--- src/rtl/pattern_merge_pipe.sv ---
// pattern_merge_pipe: merges two channels, then runs them through STAGES elastic nand/nor pattern cells.
// Optional PATTERN_PARITY_EN adds carried parity, out_parity and a sticky parity_err flag.
module pattern_merge_pipe #(
    parameter int WIDTH  = 8,
    parameter int STAGES = 3,
    parameter int MODE   = 0,
    parameter int CNT_W  = 16
) (
    input  logic             blif_clk_net,
    input  logic             blif_reset_net,
    input  logic [WIDTH-1:0] in_a,
    input  logic [WIDTH-1:0] in_b,
    input  logic             in_valid,
    output logic             in_ready,
    output logic [WIDTH-1:0] out_data,
    output logic             out_valid,
    input  logic             out_ready,
    input  logic             flush,
`ifdef PATTERN_PARITY_EN
    output logic             out_parity,
    output logic             parity_err,
`endif
    output logic [CNT_W-1:0] xfer_count
);

    function automatic logic [WIDTH-1:0] pat(input logic [WIDTH-1:0] a);
        logic [WIDTH-1:0] y;
        for (int i = 0; i < WIDTH; i++)
            y[i] = (i % 2 == 0) ? ~(a[i] & a[(i + 1) % WIDTH]) : ~(a[i] | a[(i + 1) % WIDTH]);
        return y;
    endfunction

    logic [STAGES-1:0][WIDTH-1:0] r_data;
    logic [STAGES-1:0]            r_valid;
    logic [CNT_W-1:0]             r_cnt;
    logic [STAGES-1:0][WIDTH-1:0] w_din;
    logic [STAGES-1:0]            w_vin;
    logic [STAGES-1:0]            w_rdy;
    logic [WIDTH-1:0]             w_m;
    logic                         w_fire;

    assign w_m = (MODE == 0) ? in_a ^ in_b : in_a;

    // A stage can advance if it or any stage downstream of it has a bubble.
    for (genvar k = 0; k < STAGES; k++) begin : g_rdy
        assign w_rdy[k] = out_ready | ~(&r_valid[STAGES-1:k]);
    end

    always_comb begin
        w_din[0] = pat(w_m);
        w_vin[0] = in_valid;
        for (int k = 1; k < STAGES; k++) begin
            w_din[k] = pat(r_data[k-1]);
            w_vin[k] = r_valid[k-1];
        end
    end

    assign in_ready   = w_rdy[0] & ~flush;
    assign out_data   = r_data[STAGES-1];
    assign out_valid  = r_valid[STAGES-1] & ~flush;
    assign w_fire     = out_valid & out_ready;
    assign xfer_count = r_cnt;

    always_ff @(posedge blif_clk_net or negedge blif_reset_net) begin
        if (!blif_reset_net) begin
            r_data  <= '0;
            r_valid <= '0;
            r_cnt   <= '0;
        end else if (flush) begin
            r_valid <= '0;
        end else begin
            for (int k = 0; k < STAGES; k++) begin
                if (w_rdy[k]) begin
                    r_valid[k] <= w_vin[k];
                    if (w_vin[k]) r_data[k] <= w_din[k];
                end
            end
            if (w_fire) r_cnt <= r_cnt + 1'b1;
        end
    end

`ifdef PATTERN_PARITY_EN
    logic [STAGES-1:0] r_par;
    logic              r_perr;

    assign out_parity = out_valid & (^out_data);
    assign parity_err = r_perr;

    always_ff @(posedge blif_clk_net or negedge blif_reset_net) begin
        if (!blif_reset_net) begin
            r_par  <= '0;
            r_perr <= 1'b0;
        end else begin
            if (!flush) begin
                for (int k = 0; k < STAGES; k++)
                    if (w_rdy[k] && w_vin[k]) r_par[k] <= ^w_din[k];
            end
            if (w_fire && (r_par[STAGES-1] != ^out_data)) r_perr <= 1'b1;
        end
    end
`endif

endmodule
--- config.mk ---
export PLATFORM = sky130hd
export DESIGN_NAME = pattern_merge_pipe
export DESIGN_NICKNAME = d
export VERILOG_FILES = /design/src/rtl/pattern_merge_pipe.sv
export SDC_FILE = /design/constraint.sdc
export NUM_CORES = 1
export LEC_CHECK = 0
export ABC_AREA = 1
export ABC_CLOCK_PERIOD_IN_PS = 1370
export CAP_MARGIN = 40
export CORE_MARGIN = 2
export CORE_UTILIZATION = 45
export DETAILED_ROUTE_END_ITERATION = 8
export GPL_ROUTABILITY_DRIVEN = 0
export PLACE_DENSITY = 0.87
export SLEW_MARGIN = 40
export SYNTH_ARGS = -nofsm -noshare
export SYNTH_HDL_FRONTEND = slang
export SYNTH_SLANG_ARGS = --single-unit
--- constraint.sdc ---
create_clock -name blif_clk_net -period 1.37 [get_ports blif_clk_net]
set_clock_uncertainty 0.1 [all_clocks]
set_input_delay 0.274 -clock blif_clk_net [delete_from_list [all_inputs] [get_ports blif_clk_net]]
set_output_delay 0.274 -clock blif_clk_net [all_outputs]
set_load 0.02 [all_outputs]
---- Word-level counts from Yosys, hierarchy flattened ----
Cells that the tools add are included.
word-level totals
  flip-flop bits (word level) ............. 43
  bits of input ports ..................... 21
  output and inout bits ................... 26
  logic and storage cells ................. 80
operators by class
  $add $sub $neg .......................... 1
  mux-type cells .......................... 4
  bitwise operators ....................... 59
  reductions and logical operators ........ 9
operator list
  operator                                                          number
  1-bit NOT                                                         28
  16-bit by 1-bit adder with 16-bit output (second input constant)  1
  1-bit AND                                                         15
  1-bit bitwise OR                                                  15
  3-bit AND reduction                                               4
  8-bit bitwise XOR                                                 1
  2-bit nonzero test                                                3
  2-bit AND reduction                                               2
  1-bit 2-to-1 mux                                                  3
  3-bit 2-to-1 mux                                                  1

---- Depth between registers and ports, before layout ----
  word-level depth ........................ 5
  depth in mapped cells ................... 8
  mapped depth without buffers ............ 8

---- Least setup slack after synthesis ----
No wires, ideal clock.
  path type ............................... reg-to-reg
  start point ............................. register r_valid[2]
  end point ............................... register r_data[0] (netlist bit)
  library setup time ...................... 0.116 ns
  data arrival time ....................... 1.263 ns
  slack ................................... -0.109 ns
  stages on the path, launching flop included .. 9
  cell sequence ........................... dfrtp_1 inv_2 nor2_4 nand2_4 nor2_2 nor2_1 nand2_2 nand2_1 nand2_1
between the ends
  cells in the longest elaborated chain, start to end .. 4
RTL lines
  what                                  RTL line  text
  from (decl)                           34        logic [STAGES-1:0] r_valid;
  from (signal, indexed assignment)     74        r_valid[k] <= w_vin[k];
  3-bit AND reduction                   46        assign w_rdy[k] = out_ready | ~(&r_valid[STAGES-1:k]);
  1-bit NOT                             46
  1-bit bitwise OR                      46
  3-bit AND reduction (no source line)  --
  to (signal, indexed assignment)       75        if (w_vin[k]) r_data[k] <= w_din[k];
  to (decl)                             33        logic [STAGES-1:0][WIDTH-1:0] r_data;
Every way passes these cells.
A chain may end at the register's enable or synchronous reset.

---- Worst setup path after layout ----
  start point ............................. register r_valid[2]
  end point ............................... output port in_ready
between the ends
  cells in the longest elaborated chain, start to end .. 4
RTL lines
  what                 RTL line  text
  3-bit AND reduction  46
  1-bit NOT            46
  1-bit bitwise OR     46
  1-bit AND            58        assign in_ready = w_rdy[0] & ~flush;
  to (decl)            14        output logic in_ready,
Every way passes these cells.

==> results.tsv <==
stage	metric	value	unit
grt	grt_pass1_vias	1877	
clock_tree	cts_tree	built	
place	port_buffers	46	
grt	grt_max_degree	44	
logic_synthesis	synth_flop_cell	dfrtp_1	
logic_synthesis	synth_cells	242	
pwr	cellPowerDensity	1109	mW/mm^2
clock_tree	cts_made_buffers	5	
timing	holdWs	0.2838	ns
timing	finalWorstSetupSlack	-0.1945	ns
logic_synthesis	syn_area_per_cell	8.753	sq um
detailed_routing	totalWireLength	5682	um
grt	antenna_found_initial	0	
logic_synthesis	synth_commonest_cells	64 x nand2_1, 43 x dfrtp_1, 27 x inv_1	
detailed_routing	routed_via_density	5.217	
detailed_routing	ant_nets	0	
timing	fin_crit	1.565	ns
timing	finalSetupViolCount	22	
grt	gr-total-overflow	0	
worst_setup_path	critical_path.max_fanout	2	
detailed_routing	drc	0	
worst_setup_path	crit_path_end_kind	primary output	
detailed_routing	first_pass_iters	4	
logic_synthesis	yosys_warnings	0	
pwr	leakagePower	1.551	nW
status	status	finished, violations left	
clock_tree	path_clk_slew	0.08	ns
clock_tree	clock_latency	0.29	ns
clock_tree	cts.path.max_buffers	2	
layout	drive_gt1_share	34.05	%
logic_synthesis	synth_largest_area_cell	dfrtp_1	
timing	period_share	114.2	%
layout	area_growth	49.32	%
die	die_y	72.61	um
timing	rsz0062_at_grt	yes	
logic_synthesis	synth_edf_count	0	
detailed_routing	avgRoutedWirePerCell	15.03	um
logic_synthesis	synth.top_cell.area_share	50.80	%
worst_setup_path	critPathKind	reg2out	
logic_synthesis	synth.cell_area	0.002118	sq mm
timing	maxSlewViolCount	0	
grt	grt_pass1_wl	8728	um
worst_setup_path	worst_ep_arrival_time	1.19	ns
pwr	p_total	0.003508	W
layout	fin_cells	378	
worst_setup_path	start_kind	register	
clock_tree	htreeDepth	2	
timing	clock.fmax	639.2	MHz
worst_setup_path	worst_ep_required_time	1.00	ns
logic_synthesis	async_reset_ff_share	100.0	%
layout	post-route-util	71.17	%
logic_synthesis	ys_ff_latch	43	
pwr	ir_worst_vdd	0.0009563	V
grt	grtUsageTotal	21.49	%
layout	num_antenna_cells	0	
timing	max_slew.worst_pin.slew	0.2911	ns
clock_tree	cts.sinks	43	
logic_synthesis	yosysSeqAreaShare	50.80	%
place	dp_hpwl	3428	um
timing	relSlewSlack	80.53	%
detailed_routing	drt_iter0_markers	165	
die	rows	24	
min_path	hold_class	in2reg	
place	place_ws	-0.6994	ns
place	placed_cells	359	
timing	hold_viol	0	
logic_synthesis	syn-num-nets	264	
flow_run	maxCapViolations	0	
die	initial_core_util	47.66	%
die	io-pin-count	47	
die	die_w	72.61	um
die	core	0.004444	sq mm
die	die-area	0.005272	sq mm
logic_synthesis	synth_cell_types	25	
logic_synthesis	synth.area.top_cells	dfrtp_1 51%, nand2_1 11%, xor2_1 5.0%, inv_1 4.8%, nor2_1 3.5%	
status	violations	negative setup slack	
detailed_routing	vias	1972	
layout	nNetsFinal	347	
logic_synthesis	synth.most_common_cell	nand2_1	
clock_tree	cts_root_buf	clkbuf_8	
layout	nFillCells	295	
## metal layers
layer	GRT usage [%]	share of wire, %
met5	0	0
met4	8.025	3.6
met3	3.591	5.2
met2	36.06	50
met1	27.98	42
## where the power goes
| part | internal, W | leakage (nW) | switching [W] |
|---|---|---|---|
| Sequential | 0.00146 | 0.535 | 0.000141 |
| Combinational | 0.000410 | 0.955 | 0.000472 |
| Clock | 0.000590 | 0.0612 | 0.000437 |
| Total | 0.00246 | 1.55 | 0.00105 |
## critical path, cell delays in order (launching register included)
cell and delay, ns:
dfrtp_1 0.40, inv_2 0.09, nor2_4 0.04, nand2_4 0.07, nor2_4 0.04, nor2_2 0.13, buf_6 0.14
## final cells by class
cell class | count | area, sq um | share of cell area (%)
inverter | 29 | 111.4 | 3.521
clock buffer | 6 | 82.58 | 2.611
multi-input combinational | 160 | 1005 | 31.76
clock inverter | 2 | 35.03 | 1.108
timing repair buffer | 86 | 784.5 | 24.80
tap | 52 | 65.06 | 2.057
sequential | 43 | 1080 | 34.14
## flip-flops by register name, summed over array words and instances (netlist names)
signal	count
r_valid	3
xfer_count	16
r_data	16
out_data	8
## cell usage in the layout, fill, tap and decap left out, types with 2 or more instances in the layout
cell type and instances:
nand3_2 2, nand2_4 2, clkdlybuf4s15_1 7, nor2_2 5, dfrtp_1 40, inv_1 27
nor2_4 9, nor2_1 13, xor2_1 12, nand2_1 58, buf_6 7, clkdlybuf4s50_1 17
o21ai_4 2, nand4_1 5, a31oi_1 4, xnor2_1 7, dfrtp_2 3, buf_4 29
nand2_2 7, clkbuf_2 14, buf_12 4, buf_2 3, nand3_4 3, nor3_2 2
clkbuf_8 6, nand3_1 10, o21ai_2 4, o21ai_1 7, o21ai_0 4
## logic make-up (layout without fill, tap and decap cells)
| logic type | Yosys count | after routing | synth area share (%) |
|---|---|---|---|
| flip-flops | 43 | 43 | 50.80 |
| AO/OA/AOI/OAI | 22 | 22 | 5.788 |
| buffers and inverters | 39 | 123 | 8.860 |
| adder cells (fa/ha/maj) | 1 | 1 | 0.5906 |
| AND/OR/NAND/NOR | 118 | 118 | 26.11 |
| XOR/XNOR | 19 | 19 | 7.856 |
## worst paths after layout
kind / end / slack [ns] / from / cells after the start
worst min-delay path: r_valid[0]$_DFFE_PN0P_ / 0.28 / flush / 3
worst max-delay path: in_ready / -0.19 / r_valid[2]$_DFFE_PN0P_ / 6
min in group asynchronous: r_data[7]$_DFFE_PN0P_ / 0.38 / blif_reset_net / 3
max in group asynchronous: xfer_count[2]$_DFFE_PN0P_ / 0.57 / blif_reset_net / 3
worst max register to register: r_data[15]$_DFFE_PN0P_ / -0.16 / r_valid[2]$_DFFE_PN0P_ / 10
worst min register to register: out_data[4]$_DFFE_PN0P_ / 0.35 / r_data[12]$_DFFE_PN0P_ / 1
## per-stage QoR
stage | setup TNS (ns) | area (sq um)
finish | -1.414 | 3163
CTS | -0.2916 | 3049
floorplan | 0 | 2128
detailed placement | -17.62 | 2825
global route | -3.217 | 3163
global placement | -16.44 | 2825
## what timing repair did
| action | 4_1_cts | 5_1_grt |
|---|---|---|
| pin swaps | 10 | 21 |
| buffers inserted | 6 | 6 |
| resized for setup | 76 | 54 |
| hold endpoints to repair | 43 | 0 |
| setup endpoints to repair | 66 | 57 |
| hold buffers | 1 | 0 |
| cloned | 1 | 1 |
No activity file was read; power rests on OpenSTA's default activity.
